$ cat src/rtl/tt_sweep_sequencer.sv
// tt_sweep_sequencer: walks a 3-input combinational circuit through its 8
// input rows, majority-samples the synchronized output for each row and
// assembles the measured truth table (row r lands in bit 7-r).
// Build option: define TT_SWEEP_GRAY_EN to visit rows in Gray order so only
// one circuit input toggles per row; default build visits rows in binary order.
module tt_sweep_sequencer #(
    parameter int          SETTLE_CYCLES = 4,
    parameter int          SAMPLES       = 3,
    parameter logic [7:0]  EXPECTED_TT   = 8'h41
) (
    input  logic       clk,
    input  logic       rst_n,
    input  logic       start,
    output logic       busy,
    output logic       dut_in1,
    output logic       dut_in2,
    output logic       dut_in3,
    input  logic       dut_out,
    output logic [7:0] tt_out,
    output logic       done,
    output logic       match,
    output logic       unstable
);

    typedef enum logic [2:0] {IDLE, APPLY, SETTLE, SAMPLE, STORE, FIN} state_t;

    state_t     state, state_nxt;
    logic [1:0] sync;        // sync[1] is the only copy of dut_out used
    logic [2:0] step;        // sweep position 0..7
    logic [2:0] row;         // input vector for the current step
    logic [7:0] cnt;         // shared settle / sample down-counter
    logic [2:0] ones;
    logic       first;
    logic       disagree;
    logic [7:0] work;
    logic       unst_work;

`ifdef TT_SWEEP_GRAY_EN
    assign row = step ^ {1'b0, step[2:1]};
`else
    assign row = step;
`endif

    // two-flop synchronizer for the asynchronous circuit output
    always_ff @(posedge clk or negedge rst_n) begin
        if (!rst_n) sync <= '0;
        else        sync <= {sync[0], dut_out};
    end

    // state register
    always_ff @(posedge clk or negedge rst_n) begin
        if (!rst_n) state <= IDLE;
        else        state <= state_nxt;
    end

    // next-state logic
    always_comb begin
        state_nxt = state;
        case (state)
            IDLE:    if (start) state_nxt = APPLY;
            APPLY:   state_nxt = SETTLE;
            SETTLE:  if (cnt == 8'd0) state_nxt = SAMPLE;
            SAMPLE:  if (cnt == 8'd0) state_nxt = STORE;
            STORE:   state_nxt = (step == 3'd7) ? FIN : APPLY;
            FIN:     state_nxt = IDLE;
            default: state_nxt = IDLE;
        endcase
    end

    // outputs: inputs are only driven while a row is in flight
    always_comb begin
        busy = (state == APPLY) || (state == SETTLE) ||
               (state == SAMPLE) || (state == STORE);
        {dut_in1, dut_in2, dut_in3} = busy ? row : 3'b000;
    end

    // per-row counting, voting and table assembly
    always_ff @(posedge clk or negedge rst_n) begin
        if (!rst_n) begin
            step      <= '0;
            cnt       <= '0;
            ones      <= '0;
            first     <= 1'b0;
            disagree  <= 1'b0;
            work      <= '0;
            unst_work <= 1'b0;
        end else begin
            case (state)
                IDLE: if (start) begin
                    step      <= '0;
                    work      <= '0;
                    unst_work <= 1'b0;
                end
                APPLY: begin
                    cnt      <= 8'(SETTLE_CYCLES - 1);
                    ones     <= '0;
                    disagree <= 1'b0;
                end
                SETTLE: cnt <= (cnt == 8'd0) ? 8'(SAMPLES - 1) : cnt - 8'd1;
                SAMPLE: begin
                    cnt  <= cnt - 8'd1;
                    ones <= ones + {2'b00, sync[1]};
                    if (cnt == 8'(SAMPLES - 1)) first <= sync[1];
                    else if (sync[1] != first) disagree <= 1'b1;
                end
                STORE: begin
                    work[3'd7 - row] <= (ones > 3'(SAMPLES / 2));
                    unst_work        <= unst_work | disagree;
                    // the last row leaves step at 7; only FIN wraps it
                    if (step != 3'd7) step <= step + 3'd1;
                end
                FIN: step <= '0;
                default: ;
            endcase
        end
    end

    // result registers: updated only when a sweep completes
    always_ff @(posedge clk or negedge rst_n) begin
        if (!rst_n) begin
            tt_out   <= '0;
            match    <= 1'b0;
            unstable <= 1'b0;
            done     <= 1'b0;
        end else begin
            done <= (state == FIN);
            if (state == FIN) begin
                tt_out   <= work;
                match    <= (work == EXPECTED_TT);
                unstable <= unst_work;
            end
        end
    end

endmodule

$ cat config.mk
export PLATFORM = sky130hd
export DESIGN_NAME = tt_sweep_sequencer
export DESIGN_NICKNAME = d
export VERILOG_FILES = /design/src/rtl/tt_sweep_sequencer.sv
export SDC_FILE = /design/constraint.sdc
export NUM_CORES = 1
export LEC_CHECK = 0
export ABC_AREA = 0
export BUFFER_PORTS_ARGS = -buffer_cell sky130_fd_sc_hd__buf_2
export CAP_MARGIN = 10
export CORE_AREA = 2 2 61 63
export DETAILED_ROUTE_END_ITERATION = 7
export DIE_AREA = 0 0 63 65
export GPL_TIMING_DRIVEN = 1
export HOLD_SLACK_MARGIN = 0.06
export PLACE_DENSITY = 0.83
export SLEW_MARGIN = 20
export SYNTH_ARGS = -nofsm -noshare
export SYNTH_HDL_FRONTEND = slang
export SYNTH_SLANG_ARGS = --single-unit
$ cat constraint.sdc
create_clock -name clk -period 5.3 [get_ports clk]
set_input_delay 1.06 -clock clk [delete_from_list [all_inputs] [get_ports clk]]
set_output_delay 1.06 -clock clk [all_outputs]
set_load 0.05 [all_outputs]
==> impl_results.html, run 1 <==
<table>
<tr><th>Metric</th><th>Value</th></tr>
<tr><th colspan="2">Outcome</th></tr>
<tr><td>Run status</td><td>finished, final reports clean</td></tr>
<tr><th colspan="2">Floorplanning</th></tr>
<tr><td>CORE AREA</td><td>3500 µm²</td></tr>
<tr><td>Die span in y</td><td>65 µm</td></tr>
<tr><td>Starting Density</td><td>0.575</td></tr>
<tr><td>Area of the die</td><td>4100 µm²</td></tr>
<tr><td>Die Span X</td><td>63 µm</td></tr>
<tr><td>IO Pins</td><td>19</td></tr>
<tr><td>Placement row count</td><td>22</td></tr>
<tr><th colspan="2">Timing</th></tr>
<tr><td>Relative max-transition margin</td><td>0.406</td></tr>
<tr><td>Pins Over Slew Limit</td><td>0</td></tr>
<tr><td>Final setup violation count</td><td>0</td></tr>
<tr><td>Clock skew</td><td>6.06 ps</td></tr>
<tr><td>Period Utilization, post-route</td><td>0.594</td></tr>
<tr><td>Unrepaired setup endpoints after global routing</td><td>false</td></tr>
<tr><td>Accumulated negative setup slack</td><td>0 ps</td></tr>
<tr><td>Worst Max-Slew Pin Slew</td><td>880 ps</td></tr>
<tr><td>Time the final worst path needs with I/O delays and setup</td><td>3150 ps</td></tr>
<tr><td>Hold Fails Final Rpt</td><td>0</td></tr>
<tr><td>Max frequency</td><td>318 MHz</td></tr>
<tr><th colspan="2">Yosys</th></tr>
<tr><td>Most common cell in the netlist</td><td>sky130_fd_sc_hd__dfrtp_1</td></tr>
<tr><td>Post-synthesis instance total</td><td>192</td></tr>
<tr><td>Post-synthesis sequential area ratio</td><td>0.510</td></tr>
<tr><td>Top-area cell type share of the netlist area</td><td>0.510</td></tr>
<tr><td>Top cells by area in the synthesized netlist</td><td>sky130_fd_sc_hd__dfrtp_1 (51%), sky130_fd_sc_hd__mux2_2 (4.5%), sky130_fd_sc_hd__ha_1 (4.4%), sky130_fd_sc_hd__o21ai_0 (4.0%), sky130_fd_sc_hd__nand2_1 (3.4%)</td></tr>
<tr><td>Number of synthesis warnings</td><td>0</td></tr>
<tr><td>Syn Std Cell Area</td><td>2010 µm²</td></tr>
<tr><td>Leading cell types by count after synthesis</td><td>sky130_fd_sc_hd__dfrtp_1 (41), sky130_fd_sc_hd__nand2_1 (18), sky130_fd_sc_hd__o21ai_0 (16), sky130_fd_sc_hd__a21oi_1 (10), sky130_fd_sc_hd__nor2_1 (10)</td></tr>
<tr><td>Fraction of synthesis flops using an asynchronous set or reset pin</td><td>1.00</td></tr>
<tr><td>Mean post-synth cell area</td><td>10.5 µm²</td></tr>
<tr><td>Number of enable-type register cells in the synthesized netlist</td><td>0</td></tr>
<tr><td>Count of state elements after synthesis</td><td>41</td></tr>
<tr><td>Most used flip-flop cell after synthesis</td><td>sky130_fd_sc_hd__dfrtp_1</td></tr>
<tr><td>Number of nets produced by synthesis</td><td>203</td></tr>
<tr><td>Number of distinct library cells after synthesis</td><td>46</td></tr>
<tr><td>Cell taking the most area after synthesis</td><td>sky130_fd_sc_hd__dfrtp_1</td></tr>
<tr><th colspan="2">Power</th></tr>
<tr><td>Internal cell power</td><td>0.000401 W</td></tr>
<tr><td>Proportion of total power due to net switching</td><td>0.215</td></tr>
<tr><td>NetSw</td><td>0.000110 W</td></tr>
<tr><td>Power share of the sequential group</td><td>0.634</td></tr>
<tr><td>Overall Power</td><td>0.000511 W</td></tr>
<tr><td>Max rail drop VDD</td><td>0.000125 V</td></tr>
<tr><td>Combinational group share of total power</td><td>0.029</td></tr>
<tr><td>Pwr/cell area</td><td>236 nW/µm²</td></tr>
<tr><td>Leakage</td><td>1.02 nW</td></tr>
<tr><td>Clock power frac</td><td>0.337</td></tr>
<tr><th colspan="2">Clocking</th></tr>
<tr><td>Clock Path Buffers</td><td>2</td></tr>
<tr><td>Resize count post-CTS</td><td>0</td></tr>
<tr><td>Post-CTS Hold Fix Bufs</td><td>0</td></tr>
<tr><td>Sink count of the clock tree</td><td>41</td></tr>
<tr><td>Total number of H-tree levels</td><td>2</td></tr>
<tr><td>Clock latency on the worst-skew pair</td><td>350 ps</td></tr>
<tr><td>Clock-pin slew reported for the worst setup and hold paths after clock tree synthesis</td><td>110 ps</td></tr>
<tr><td>Post-CTS Setup Repair Bufs</td><td>0</td></tr>
<tr><td>CTS tree</td><td>built</td></tr>
<tr><td>Clock root buffer</td><td>sky130_fd_sc_hd__clkbuf_4</td></tr>
<tr><td>Number of buffers created by CTS</td><td>5</td></tr>
<tr><th colspan="2">Finish</th></tr>
<tr><td>Area Growth Syn to Fin</td><td>7.90%</td></tr>
<tr><td>Count of inserted antenna diode cells</td><td>0</td></tr>
<tr><td>Number of nets in the layout</td><td>218</td></tr>
<tr><td>Filler Cells Inserted</td><td>307</td></tr>
<tr><td>Proportion of layout cells with a drive suffix above 1</td><td>0.192</td></tr>
<tr><th colspan="2">GRT</th></tr>
<tr><td>Initial antenna violation count</td><td>0</td></tr>
<tr><td>Global-route usage over all layers</td><td>0.200</td></tr>
<tr><td>Wire length of the first global-routing pass</td><td>6270 µm</td></tr>
<tr><td>Number of global-route vias before repair</td><td>1365</td></tr>
<tr><td>Congestion Overflow GR</td><td>0</td></tr>
<tr><td>Largest net degree at the start of global routing</td><td>42</td></tr>
<tr><th colspan="2">Worst setup path</th></tr>
<tr><td>Slowest stage cell, crit path</td><td>sky130_fd_sc_hd__nor2_1</td></tr>
<tr><td>Family of cells with the greatest summed delay on the critical path</td><td>simple AND/OR/NAND/NOR gates</td></tr>
<tr><td>Critical path start-end classification</td><td>register to output port</td></tr>
<tr><td>FF-to-FF End</td><td>tt_out[5]</td></tr>
<tr><td>Worst reg-to-reg path cell count</td><td>3</td></tr>
<tr><td>Nature of the critical path startpoint</td><td>register</td></tr>
<tr><td>Cells along the critical path</td><td>nor2_1 -&gt; xnor2_1 -&gt; and2_1 -&gt; buf_2</td></tr>
<tr><td>Worst path arrival time</td><td>2090 ps</td></tr>
<tr><td>CP max stage delay</td><td>550 ps</td></tr>
<tr><td>Minimum setup slack among reg-to-reg paths</td><td>3150 ps</td></tr>
<tr><td>Buffers plus inverters on the worst setup path</td><td>1</td></tr>
<tr><td>Maximum fanout along the worst path</td><td>12</td></tr>
<tr><td>Reg-to-reg critical path startpoint</td><td>state[2]</td></tr>
<tr><td>Data required time at the worst endpoint</td><td>4240 ps</td></tr>
<tr><td>Element type at the critical path end</td><td>output port</td></tr>
<tr><th colspan="2">Drt</th></tr>
<tr><td>First DRT Iteration DRCs</td><td>55</td></tr>
<tr><td>Overall via count from detail_route</td><td>1459</td></tr>
<tr><td>DRC violation count after routing</td><td>0</td></tr>
<tr><td>Length of the first detailed-routing pass in iterations</td><td>4</td></tr>
<tr><td>Routed WL per cell</td><td>14.1 µm</td></tr>
<tr><td>Via density</td><td>5.70</td></tr>
<tr><td>Count of antenna-violating nets left after detailed routing</td><td>0</td></tr>
<tr><td>Post-Route WL</td><td>3600 µm</td></tr>
<tr><th colspan="2">Placement</th></tr>
<tr><td>Final HPWL DP</td><td>2530 µm</td></tr>
<tr><td>Count of port buffers added during placement</td><td>18</td></tr>
<tr><td>Final RePlAce weighted congestion</td><td>0.807</td></tr>
<tr><th colspan="2">Min path</th></tr>
<tr><td>Number of cells on the worst hold path</td><td>0</td></tr>
<tr><td>Min-Delay Endpoint</td><td>sync[1]</td></tr>
<tr><td>Hold Crit Start</td><td>sync[0]</td></tr>
<tr><td>Worst min-delay path class</td><td>register to register</td></tr>
<tr><th colspan="2">Job</th></tr>
<tr><td>Total of max-cap violations</td><td>0</td></tr>
</table>
stage by stage:
stage | setup WS (ps) | instances | hold slack (ps) | utilization | instance area [µm²]
after global placement | 2610 | 248 | 334 | 0.601 | 2100
after detailed placement | 2550 | 248 | 336 | 0.601 | 2100
after CTS | 2140 | 256 | 363 | 0.621 | 2170
after floorplan | 2060 | 192 | 331 | - | 2010
after global routing | 1970 | 256 | 376 | 0.621 | 2170
final | 2150 | 256 | 359 | 0.621 | 2170
final cells by class:
class / instances / area, µm² / share of cell area
multi-input combinational: 134 / 897 / 0.413
timing repair buffer: 18 / 90.1 / 0.0415
clock inverter: 1 / 5.00 / 0.00231
clock buffer: 7 / 65.1 / 0.0300
tap: 48 / 60.1 / 0.0277
inverter: 7 / 26.3 / 0.0121
sequential: 41 / 1030 / 0.473
power groups by stage:
stage	combinational (W)	sequential (W)	clock, W
global route	0.0000173	0.000325	0.000192
detailed placement	0.0000153	0.000330	0
finish	0.0000146	0.000324	0.000172
CTS	0.0000153	0.000324	0.000178
floorplan	0.00000652	0.000329	0
global placement	0.0000148	0.000330	0
state kept, by name, indices dropped and copies added, names as in the netlist, 2 cells and up:
register  cells
row           3
tt_out        8
ones          3
sync          2
state         3
work          8
cnt           8
cells by family (layout without fill, tap and decap cells):
group / after synthesis / in the layout / synth area share
AOI/OAI and AO/OA: 52 / 52 / 0.163
muxes: 12 / 12 / 0.0722
DFF: 41 / 41 / 0.510
and+or+nand+nor: 60 / 60 / 0.154
adders and majority gates: 7 / 7 / 0.0436
xor gates and xnor gates: 3 / 3 / 0.0131
buffers and inverters: 17 / 33 / 0.0436
per-layer routing:
metal / wire, µm / share of wire / global-route usage / vias to the layer above
li1: - / - / - / 721
met1: 1590 / 0.44 / 0.243 / 697
met2: 1820 / 0.51 / 0.332 / 37
met3: 160 / 0.044 / 0.0590 / 4
met4: 33 / 0.0092 / 0.0833 / 0
met5: 0 / 0 / 0 / -
worst reg2reg max path: cells and delay by family (launching register included):
family	cells	cell delay (ps)
buffers and inverters	1	250
AND/OR/NAND/NOR	1	690
multiplexers	1	390
flip-flops	1	720
worst max path at each step:
stage                  start       to  slack [ps]  cells past startpoint
floorplan           state[1]  dut_in1        2060                      5
global placement    state[1]  dut_in2        2610                      4
detailed placement  state[1]  dut_in1        2550                      4
CTS                 state[1]  dut_in1        2140                      4
global route        state[1]  dut_in1        1970                      4
finish              state[1]  dut_in1        2150                      4
layout by cell type, fill, tap and decap left out, types with 2 or more instances in the layout:
cell type	Yosys	final
sky130_fd_sc_hd__nand2_1	18	18
sky130_fd_sc_hd__or3_1	3	3
sky130_fd_sc_hd__nand2b_1	4	4
sky130_fd_sc_hd__nand4_1	2	2
sky130_fd_sc_hd__and2_1	4	4
sky130_fd_sc_hd__mux2_4	3	3
sky130_fd_sc_hd__nand3_1	4	4
sky130_fd_sc_hd__nand3b_1	2	2
sky130_fd_sc_hd__xnor2_1	3	3
sky130_fd_sc_hd__a21oi_1	10	10
sky130_fd_sc_hd__clkbuf_4	0	5
sky130_fd_sc_hd__nor3_1	4	4
sky130_fd_sc_hd__o21a_1	2	2
sky130_fd_sc_hd__a41oi_1	2	2
sky130_fd_sc_hd__dfrtp_1	41	41
sky130_fd_sc_hd__o22ai_1	2	2
sky130_fd_sc_hd__inv_1	6	6
sky130_fd_sc_hd__mux2_2	8	8
sky130_fd_sc_hd__nor2_1	10	10
sky130_fd_sc_hd__a31oi_1	6	6
sky130_fd_sc_hd__and3_1	2	2
sky130_fd_sc_hd__o21ai_0	16	16
sky130_fd_sc_hd__clkbuf_8	0	2
sky130_fd_sc_hd__ha_1	7	7
sky130_fd_sc_hd__o31ai_1	4	4
sky130_fd_sc_hd__buf_2	4	18
Power figures use the tool's default switching activity.
==> run 2: changes to the inputs <==
CORE_AREA = 2 2 66 68   (was 2 2 61 63)
DIE_AREA = 0 0 68 70   (was 0 0 63 65)
PLACE_DENSITY = 0.76   (was 0.83)
clock period = 2.75 ns   (was 5.3 ns; I/O delays follow)
==> impl_results.html, run 2 (synthesis results as in run 1) <==
<table>
<tr><th>Metric</th><th>Value</th></tr>
<tr><th colspan="2">Outcome</th></tr>
<tr><td>Run status</td><td>finished, final reports clean (unchanged)</td></tr>
<tr><th colspan="2">Timing</th></tr>
<tr><td>Time the final worst path needs with I/O delays and setup</td><td>2330 ps</td></tr>
<tr><td>Unrepaired setup endpoints after global routing</td><td>false (unchanged)</td></tr>
<tr><td>Relative max-transition margin</td><td>0.410 (was 0.406)</td></tr>
<tr><td>Pins Over Slew Limit</td><td>0 (unchanged)</td></tr>
<tr><td>Period Utilization, post-route</td><td>0.848</td></tr>
<tr><td>Accumulated negative setup slack</td><td>0 ps (unchanged)</td></tr>
<tr><td>Max frequency</td><td>429 MHz</td></tr>
<tr><td>Worst Max-Slew Pin Slew</td><td>885 ps (was 880 ps)</td></tr>
<tr><td>Clock skew</td><td>2.76 ps (was 6.06 ps)</td></tr>
<tr><td>Hold Fails Final Rpt</td><td>0 (unchanged)</td></tr>
<tr><td>Final setup violation count</td><td>0 (unchanged)</td></tr>
<tr><th colspan="2">Drt</th></tr>
<tr><td>Post-Route WL</td><td>3750 µm (was 3600 µm)</td></tr>
<tr><td>Routed WL per cell</td><td>14.4 µm (was 14.1 µm)</td></tr>
<tr><td>Length of the first detailed-routing pass in iterations</td><td>4 (unchanged)</td></tr>
<tr><td>First DRT Iteration DRCs</td><td>114 (was 55)</td></tr>
<tr><td>DRC violation count after routing</td><td>0 (unchanged)</td></tr>
<tr><td>Via density</td><td>5.63 (was 5.70)</td></tr>
<tr><td>Count of antenna-violating nets left after detailed routing</td><td>0 (unchanged)</td></tr>
<tr><td>Overall via count from detail_route</td><td>1465 (was 1459)</td></tr>
<tr><th colspan="2">GRT</th></tr>
<tr><td>Initial antenna violation count</td><td>0 (unchanged)</td></tr>
<tr><td>Wire length of the first global-routing pass</td><td>6330 µm (was 6270 µm)</td></tr>
<tr><td>Largest net degree at the start of global routing</td><td>42 (unchanged)</td></tr>
<tr><td>Global-route usage over all layers</td><td>0.175 (was 0.200)</td></tr>
<tr><td>Number of global-route vias before repair</td><td>1345 (was 1365)</td></tr>
<tr><td>Congestion Overflow GR</td><td>0 (unchanged)</td></tr>
<tr><th colspan="2">Clocking</th></tr>
<tr><td>Post-CTS Hold Fix Bufs</td><td>0 (unchanged)</td></tr>
<tr><td>Clock-pin slew reported for the worst setup and hold paths after clock tree synthesis</td><td>70 ps (was 110 ps)</td></tr>
<tr><td>Clock root buffer</td><td>sky130_fd_sc_hd__clkbuf_8 (was sky130_fd_sc_hd__clkbuf_4)</td></tr>
<tr><td>Total number of H-tree levels</td><td>2 (unchanged)</td></tr>
<tr><td>CTS tree</td><td>built (unchanged)</td></tr>
<tr><td>Clock Path Buffers</td><td>2 (unchanged)</td></tr>
<tr><td>Resize count post-CTS</td><td>0 (unchanged)</td></tr>
<tr><td>Sink count of the clock tree</td><td>41 (unchanged)</td></tr>
<tr><td>Number of buffers created by CTS</td><td>5 (unchanged)</td></tr>
<tr><td>Post-CTS Setup Repair Bufs</td><td>0 (unchanged)</td></tr>
<tr><td>Clock latency on the worst-skew pair</td><td>290 ps (was 350 ps)</td></tr>
<tr><th colspan="2">Power</th></tr>
<tr><td>Power share of the sequential group</td><td>0.617 (was 0.634)</td></tr>
<tr><td>Proportion of total power due to net switching</td><td>0.219 (was 0.215)</td></tr>
<tr><td>Internal cell power</td><td>0.000792 W (was 0.000401 W)</td></tr>
<tr><td>Leakage</td><td>1.03 nW (was 1.02 nW)</td></tr>
<tr><td>NetSw</td><td>0.000222 W (was 0.000110 W)</td></tr>
<tr><td>Combinational group share of total power</td><td>0.027 (was 0.029)</td></tr>
<tr><td>Pwr/cell area</td><td>462 nW/µm² (was 236 nW/µm²)</td></tr>
<tr><td>Max rail drop VDD</td><td>0.000199 V (was 0.000125 V)</td></tr>
<tr><td>Clock power frac</td><td>0.356 (was 0.337)</td></tr>
<tr><th colspan="2">Job</th></tr>
<tr><td>Total of max-cap violations</td><td>0 (unchanged)</td></tr>
<tr><th colspan="2">Floorplanning</th></tr>
<tr><td>Die span in y</td><td>70 µm (was 65 µm)</td></tr>
<tr><td>Area of the die</td><td>4760 µm² (was 4100 µm²)</td></tr>
<tr><td>Die Span X</td><td>68 µm (was 63 µm)</td></tr>
<tr><td>CORE AREA</td><td>4140 µm² (was 3500 µm²)</td></tr>
<tr><td>Placement row count</td><td>24 (was 22)</td></tr>
<tr><td>Starting Density</td><td>0.485 (was 0.575)</td></tr>
<tr><td>IO Pins</td><td>19 (unchanged)</td></tr>
<tr><th colspan="2">Min path</th></tr>
<tr><td>Worst min-delay path class</td><td>register to register (unchanged)</td></tr>
<tr><th colspan="2">Finish</th></tr>
<tr><td>Proportion of layout cells with a drive suffix above 1</td><td>0.192 (unchanged)</td></tr>
<tr><td>Most frequent cells in the layout</td><td>sky130_fd_sc_hd__dfrtp_1 (41), sky130_fd_sc_hd__nand2_1 (18), sky130_fd_sc_hd__buf_2 (18) (unchanged)</td></tr>
<tr><td>Most frequent standard cell in the layout excluding fill and tap cells</td><td>sky130_fd_sc_hd__dfrtp_1 (unchanged)</td></tr>
<tr><td>Biggest registers after layout</td><td>cnt: 8 flops, tt_out: 8 flops, work: 8 flops (unchanged)</td></tr>
<tr><td>Count of inserted antenna diode cells</td><td>0 (unchanged)</td></tr>
<tr><td>Number of nets in the layout</td><td>220 (was 218)</td></tr>
<tr><td>Non-Filler Instances</td><td>260 (was 256)</td></tr>
<tr><td>Area Growth Syn to Fin</td><td>9.09% (was 7.90%)</td></tr>
<tr><th colspan="2">Worst setup path</th></tr>
<tr><td>Cells along the critical path</td><td>nor2_1 -&gt; buf_4 -&gt; xnor2_1 -&gt; and2_1 -&gt; buf_2 (was nor2_1 -&gt; xnor2_1 -&gt; and2_1 -&gt; buf_2)</td></tr>
<tr><td>Critical path start-end classification</td><td>register to output port (unchanged)</td></tr>
<tr><td>Family of cells with the greatest summed delay on the critical path</td><td>flip-flops (was simple AND/OR/NAND/NOR gates)</td></tr>
<tr><td>Data required time at the worst endpoint</td><td>2200 ps (was 4240 ps)</td></tr>
<tr><td>Maximum fanout along the worst path</td><td>12 (unchanged)</td></tr>
<tr><td>Worst path arrival time</td><td>1780 ps (was 2090 ps)</td></tr>
<tr><td>Slowest stage cell, crit path</td><td>sky130_fd_sc_hd__dfrtp_1 (was sky130_fd_sc_hd__nor2_1)</td></tr>
<tr><td>Nature of the critical path startpoint</td><td>register (unchanged)</td></tr>
<tr><td>Element type at the critical path end</td><td>output port (unchanged)</td></tr>
<tr><td>CP max stage delay</td><td>540 ps (was 550 ps)</td></tr>
<tr><td>Buffers plus inverters on the worst setup path</td><td>2 (was 1)</td></tr>
<tr><th colspan="2">Placement</th></tr>
<tr><td>Number of placed cells counting well taps</td><td>254 (was 248)</td></tr>
<tr><td>Final RePlAce weighted congestion</td><td>0.797 (was 0.807)</td></tr>
<tr><td>Count of port buffers added during placement</td><td>18 (unchanged)</td></tr>
<tr><td>Final HPWL DP</td><td>2600 µm (was 2530 µm)</td></tr>
</table>
run 2: final cells by class:
cell class / count / area (µm²)
Multi-Input combinational cell: 134 / 897
Timing Repair Buffer: 20 / 105
Sequential cell: 41 / 1030
Tap cell: 52 / 65.1
Clock inverter: 1 / 5.00
Inverter: 7 / 26.3
Fill cell: 395 / 1950
Clock buffer: 5 / 68.8
run 2: metal layers:
| layer | vias up | part of all wire | global-route usage |
|---|---|---|---|
| met1 | 706 | 0.47 | 0.243 |
| met5 | - | 0 | 0 |
| li1 | 722 | - | - |
| met3 | 5 | 0.041 | 0.0483 |
| met2 | 32 | 0.47 | 0.261 |
| met4 | 0 | 0.014 | 0.0600 |
run 2: path summary, 6_finish.rpt:
path / to / slack, ps / cells after the start / start
min reg2reg: sync[1] / 350 / 0 / sync[0]
min in group asynchronous: tt_out[2] / 370 / 1 / rst_n
min: sync[1] / 350 / 0 / sync[0]
max: dut_in3 / 420 / 5 / state[1]
max reg2reg: tt_out[5] / 700 / 3 / state[2]
max in group asynchronous: sync[1] / 1830 / 1 / rst_n
run 2: power by group through the flow:
| stage | Combinational (W) | Sequential (W) | Clock (W) |
|---|---|---|---|
| 6_report | 0.0000277 | 0.000625 | 0.000361 |
| 5_1_grt | 0.0000332 | 0.000626 | 0.000398 |
| 4_1_cts | 0.0000293 | 0.000625 | 0.000372 |
| 3_5_place_dp | 0.0000292 | 0.000637 | 0 |
| 3_3_place_gp | 0.0000288 | 0.000636 | 0 |
| 2_1_floorplan | 0.0000126 | 0.000633 | 0 |
run 2: through the flow:
stage          worst slack (ps)  hold slack (ps)  utilization  power [W]  area [µm²]
2_1_floorplan              21.7              254            -   0.000646        2010
3_3_place_gp                780              333        0.511   0.000665        2120
6_report                    418              350        0.529    0.00101        2190
4_1_cts                     423              349        0.529    0.00103        2190
3_5_place_dp                740              336        0.511   0.000666        2120
5_1_grt                     328              347        0.529    0.00106        2190
==> run 3: changes to the inputs <==
clock period = 2.1 ns   (was 2.75 ns; I/O delays follow)
==> impl_results.html, run 3 (synthesis results as in run 1) <==
<table>
<tr><th>Metric</th><th>Value</th></tr>
<tr><th colspan="2">Outcome</th></tr>
<tr><td>Run status</td><td>finished, final reports clean (unchanged)</td></tr>
<tr><th colspan="2">Floorplanning</th></tr>
<tr><td>Placement row count</td><td>24 (unchanged)</td></tr>
<tr><td>CORE AREA</td><td>4140 µm² (unchanged)</td></tr>
<tr><td>Area of the die</td><td>4760 µm² (unchanged)</td></tr>
<tr><td>Die span in y</td><td>70 µm (unchanged)</td></tr>
<tr><td>Die Span X</td><td>68 µm (unchanged)</td></tr>
<tr><td>Starting Density</td><td>0.485 (unchanged)</td></tr>
<tr><td>IO Pins</td><td>19 (unchanged)</td></tr>
<tr><th colspan="2">Worst setup path</th></tr>
<tr><td>Reg-to-reg critical path startpoint</td><td>cnt[0] (was state[2])</td></tr>
<tr><td>Data required time at the worst endpoint</td><td>1680 ps (was 2200 ps)</td></tr>
<tr><td>Critical path start-end classification</td><td>register to output port (unchanged)</td></tr>
<tr><td>Nature of the critical path startpoint</td><td>register (unchanged)</td></tr>
<tr><td>Element type at the critical path end</td><td>output port (unchanged)</td></tr>
<tr><td>Maximum fanout along the worst path</td><td>8 (was 12)</td></tr>
<tr><td>Worst path arrival time</td><td>1560 ps (was 1780 ps)</td></tr>
<tr><td>CP startpoint</td><td>state[0] (was state[1])</td></tr>
<tr><th colspan="2">Clocking</th></tr>
<tr><td>CTS tree</td><td>built (unchanged)</td></tr>
<tr><td>Clock-pin slew reported for the worst setup and hold paths after clock tree synthesis</td><td>80 ps (was 70 ps)</td></tr>
<tr><td>Clock root buffer</td><td>sky130_fd_sc_hd__clkbuf_8 (unchanged)</td></tr>
<tr><td>Total number of H-tree levels</td><td>2 (unchanged)</td></tr>
<tr><td>Clock latency on the worst-skew pair</td><td>290 ps (about the same)</td></tr>
<tr><td>Clock Path Buffers</td><td>2 (unchanged)</td></tr>
<tr><td>Sink count of the clock tree</td><td>41 (unchanged)</td></tr>
<tr><td>Post-CTS Hold Fix Bufs</td><td>0 (unchanged)</td></tr>
<tr><td>Number of buffers created by CTS</td><td>5 (unchanged)</td></tr>
<tr><th colspan="2">Placement</th></tr>
<tr><td>Final RePlAce weighted congestion</td><td>0.774 (was 0.797)</td></tr>
<tr><td>Number of placed cells counting well taps</td><td>260 (was 254)</td></tr>
<tr><td>Final HPWL DP</td><td>2520 µm (was 2600 µm)</td></tr>
<tr><td>Cell area after placement</td><td>2180 µm² (was 2120 µm²)</td></tr>
<tr><td>Pre-CTS WS</td><td>285 ps (was 740 ps)</td></tr>
<tr><td>Count of port buffers added during placement</td><td>18 (unchanged)</td></tr>
<tr><th colspan="2">Timing</th></tr>
<tr><td>Pins Over Slew Limit</td><td>0 (unchanged)</td></tr>
<tr><td>Max frequency</td><td>504 MHz</td></tr>
<tr><td>Relative max-transition margin</td><td>0.617 (was 0.410)</td></tr>
<tr><td>Time the final worst path needs with I/O delays and setup</td><td>1980 ps</td></tr>
<tr><td>Accumulated negative setup slack</td><td>0 ps (unchanged)</td></tr>
<tr><td>Clock skew</td><td>6.18 ps (was 2.76 ps)</td></tr>
<tr><td>Unrepaired setup endpoints after global routing</td><td>false (unchanged)</td></tr>
<tr><td>Hold slack</td><td>183 ps (was 350 ps)</td></tr>
<tr><td>Period Utilization, post-route</td><td>0.945</td></tr>
<tr><td>Final setup violation count</td><td>0 (unchanged)</td></tr>
<tr><td>Hold Fails Final Rpt</td><td>0 (unchanged)</td></tr>
<tr><td>Worst Max-Slew Pin Slew</td><td>571 ps (was 885 ps)</td></tr>
<tr><td>Worst setup slack after layout</td><td>116 ps (was 418 ps)</td></tr>
<tr><th colspan="2">GRT</th></tr>
<tr><td>Global-route usage over all layers</td><td>0.174 (was 0.175)</td></tr>
<tr><td>Wire length of the first global-routing pass</td><td>6410 µm (was 6330 µm)</td></tr>
<tr><td>Largest net degree at the start of global routing</td><td>42 (unchanged)</td></tr>
<tr><td>Initial antenna violation count</td><td>0 (unchanged)</td></tr>
<tr><td>Number of global-route vias before repair</td><td>1432 (was 1345)</td></tr>
<tr><td>Congestion Overflow GR</td><td>0 (unchanged)</td></tr>
<tr><th colspan="2">Drt</th></tr>
<tr><td>Post-Route WL</td><td>3630 µm (was 3750 µm)</td></tr>
<tr><td>Length of the first detailed-routing pass in iterations</td><td>4 (unchanged)</td></tr>
<tr><td>Via density</td><td>5.51 (was 5.63)</td></tr>
<tr><td>DRC violation count after routing</td><td>0 (unchanged)</td></tr>
<tr><td>Routed WL per cell</td><td>13.6 µm (was 14.4 µm)</td></tr>
<tr><td>First DRT Iteration DRCs</td><td>65 (was 114)</td></tr>
<tr><td>Count of antenna-violating nets left after detailed routing</td><td>0 (unchanged)</td></tr>
<tr><td>Overall via count from detail_route</td><td>1477 (was 1465)</td></tr>
<tr><th colspan="2">Job</th></tr>
<tr><td>Total of max-cap violations</td><td>0 (unchanged)</td></tr>
<tr><th colspan="2">Finish</th></tr>
<tr><td>Filler Cells Inserted</td><td>379 (was 395)</td></tr>
<tr><td>Most frequent standard cell in the layout excluding fill and tap cells</td><td>sky130_fd_sc_hd__dfrtp_1 (unchanged)</td></tr>
<tr><td>Non-Filler Instances</td><td>268 (was 260)</td></tr>
<tr><td>Area Growth Syn to Fin</td><td>13.4% (was 9.09%)</td></tr>
<tr><td>Count of inserted antenna diode cells</td><td>0 (unchanged)</td></tr>
<tr><td>Biggest registers after layout</td><td>cnt: 8 flops, tt_out: 8 flops, work: 8 flops (unchanged)</td></tr>
<tr><td>Post-route cell area</td><td>2280 µm² (was 2190 µm²)</td></tr>
<tr><td>Proportion of layout cells with a drive suffix above 1</td><td>0.231 (was 0.192)</td></tr>
<tr><td>Number of nets in the layout</td><td>226 (was 220)</td></tr>
<tr><td>Most frequent cells in the layout</td><td>sky130_fd_sc_hd__dfrtp_1 (40), sky130_fd_sc_hd__nand2_1 (18), sky130_fd_sc_hd__o21ai_0 (16) (was sky130_fd_sc_hd__dfrtp_1 (41), sky130_fd_sc_hd__nand2_1 (18), sky130_fd_sc_hd__buf_2 (18))</td></tr>
<tr><th colspan="2">Power</th></tr>
<tr><td>Pwr/cell area</td><td>591 nW/µm² (was 462 nW/µm²)</td></tr>
<tr><td>Leakage</td><td>1.07 nW (was 1.03 nW)</td></tr>
<tr><td>Max rail drop VDD</td><td>0.000417 V (was 0.000199 V)</td></tr>
<tr><th colspan="2">Min path</th></tr>
<tr><td>Worst min-delay path class</td><td>input port to asynchronous set/reset pin (was register to register)</td></tr>
</table>
## run 3: per-stage QoR
step / power (W) / utilization
2_1_floorplan: 0.000846 / -
3_3_place_gp: 0.000871 / 0.527
3_5_place_dp: 0.000873 / 0.527
4_1_cts: 0.00136 / 0.549
5_1_grt: 0.00142 / 0.550
6_report: 0.00135 / 0.550
## run 3: routing by layer
metal	global-route usage	up-vias	wire, µm
met2	0.275	21	1750
met5	0	-	0
met1	0.228	706	1690
met4	0.0578	0	57
met3	0.0483	9	133
li1	-	741	-
## run 3: cell type report
class,count,area (µm²),area share
clock buffer,6,72.6,0.0318
clock inverter,2,10.0,0.00439
inverter,7,26.3,0.0115
multi-input combinational,134,918,0.403
sequential,41,1030,0.450
tap,52,65.1,0.0285
timing repair buffer,26,161,0.0708
## run 3: worst max-delay path, cell delays in order (launching register included)
cell	delay, ps
sky130_fd_sc_hd__dfrtp_2	450
sky130_fd_sc_hd__nor2_2	200
sky130_fd_sc_hd__buf_6	170
sky130_fd_sc_hd__xnor2_4	120
sky130_fd_sc_hd__and2_1	140
sky130_fd_sc_hd__buf_4	190
## run 3: timing repair
action	in CTS	in global routing
gates resized for setup	3	3
setup endpoints to repair	3	4
setup buffers	0	0
## run 3: path summary, 6_finish.rpt
| kind | endpoint | slack (ps) | cells past startpoint |
|---|---|---|---|
| worst max-delay path | dut_in3 | 120 | 5 |
| worst min-delay path | tt_out[5] | 180 | 2 |
| worst max register to register | cnt[6] | 270 | 6 |
| worst min register to register | sync[1] | 350 | 0 |
| max in group asynchronous | state[0] | 1520 | 2 |
| min in group clk | sync[0] | 230 | 1 |
## run 3: power breakdown
group	leakage, nW	internal, W	switching [W]	total (W)
combinational	0.502	0.0000135	0.0000246	0.0000382
clock	0.0450	0.000230	0.000261	0.000491
sequential	0.525	0.000806	0.0000122	0.000818
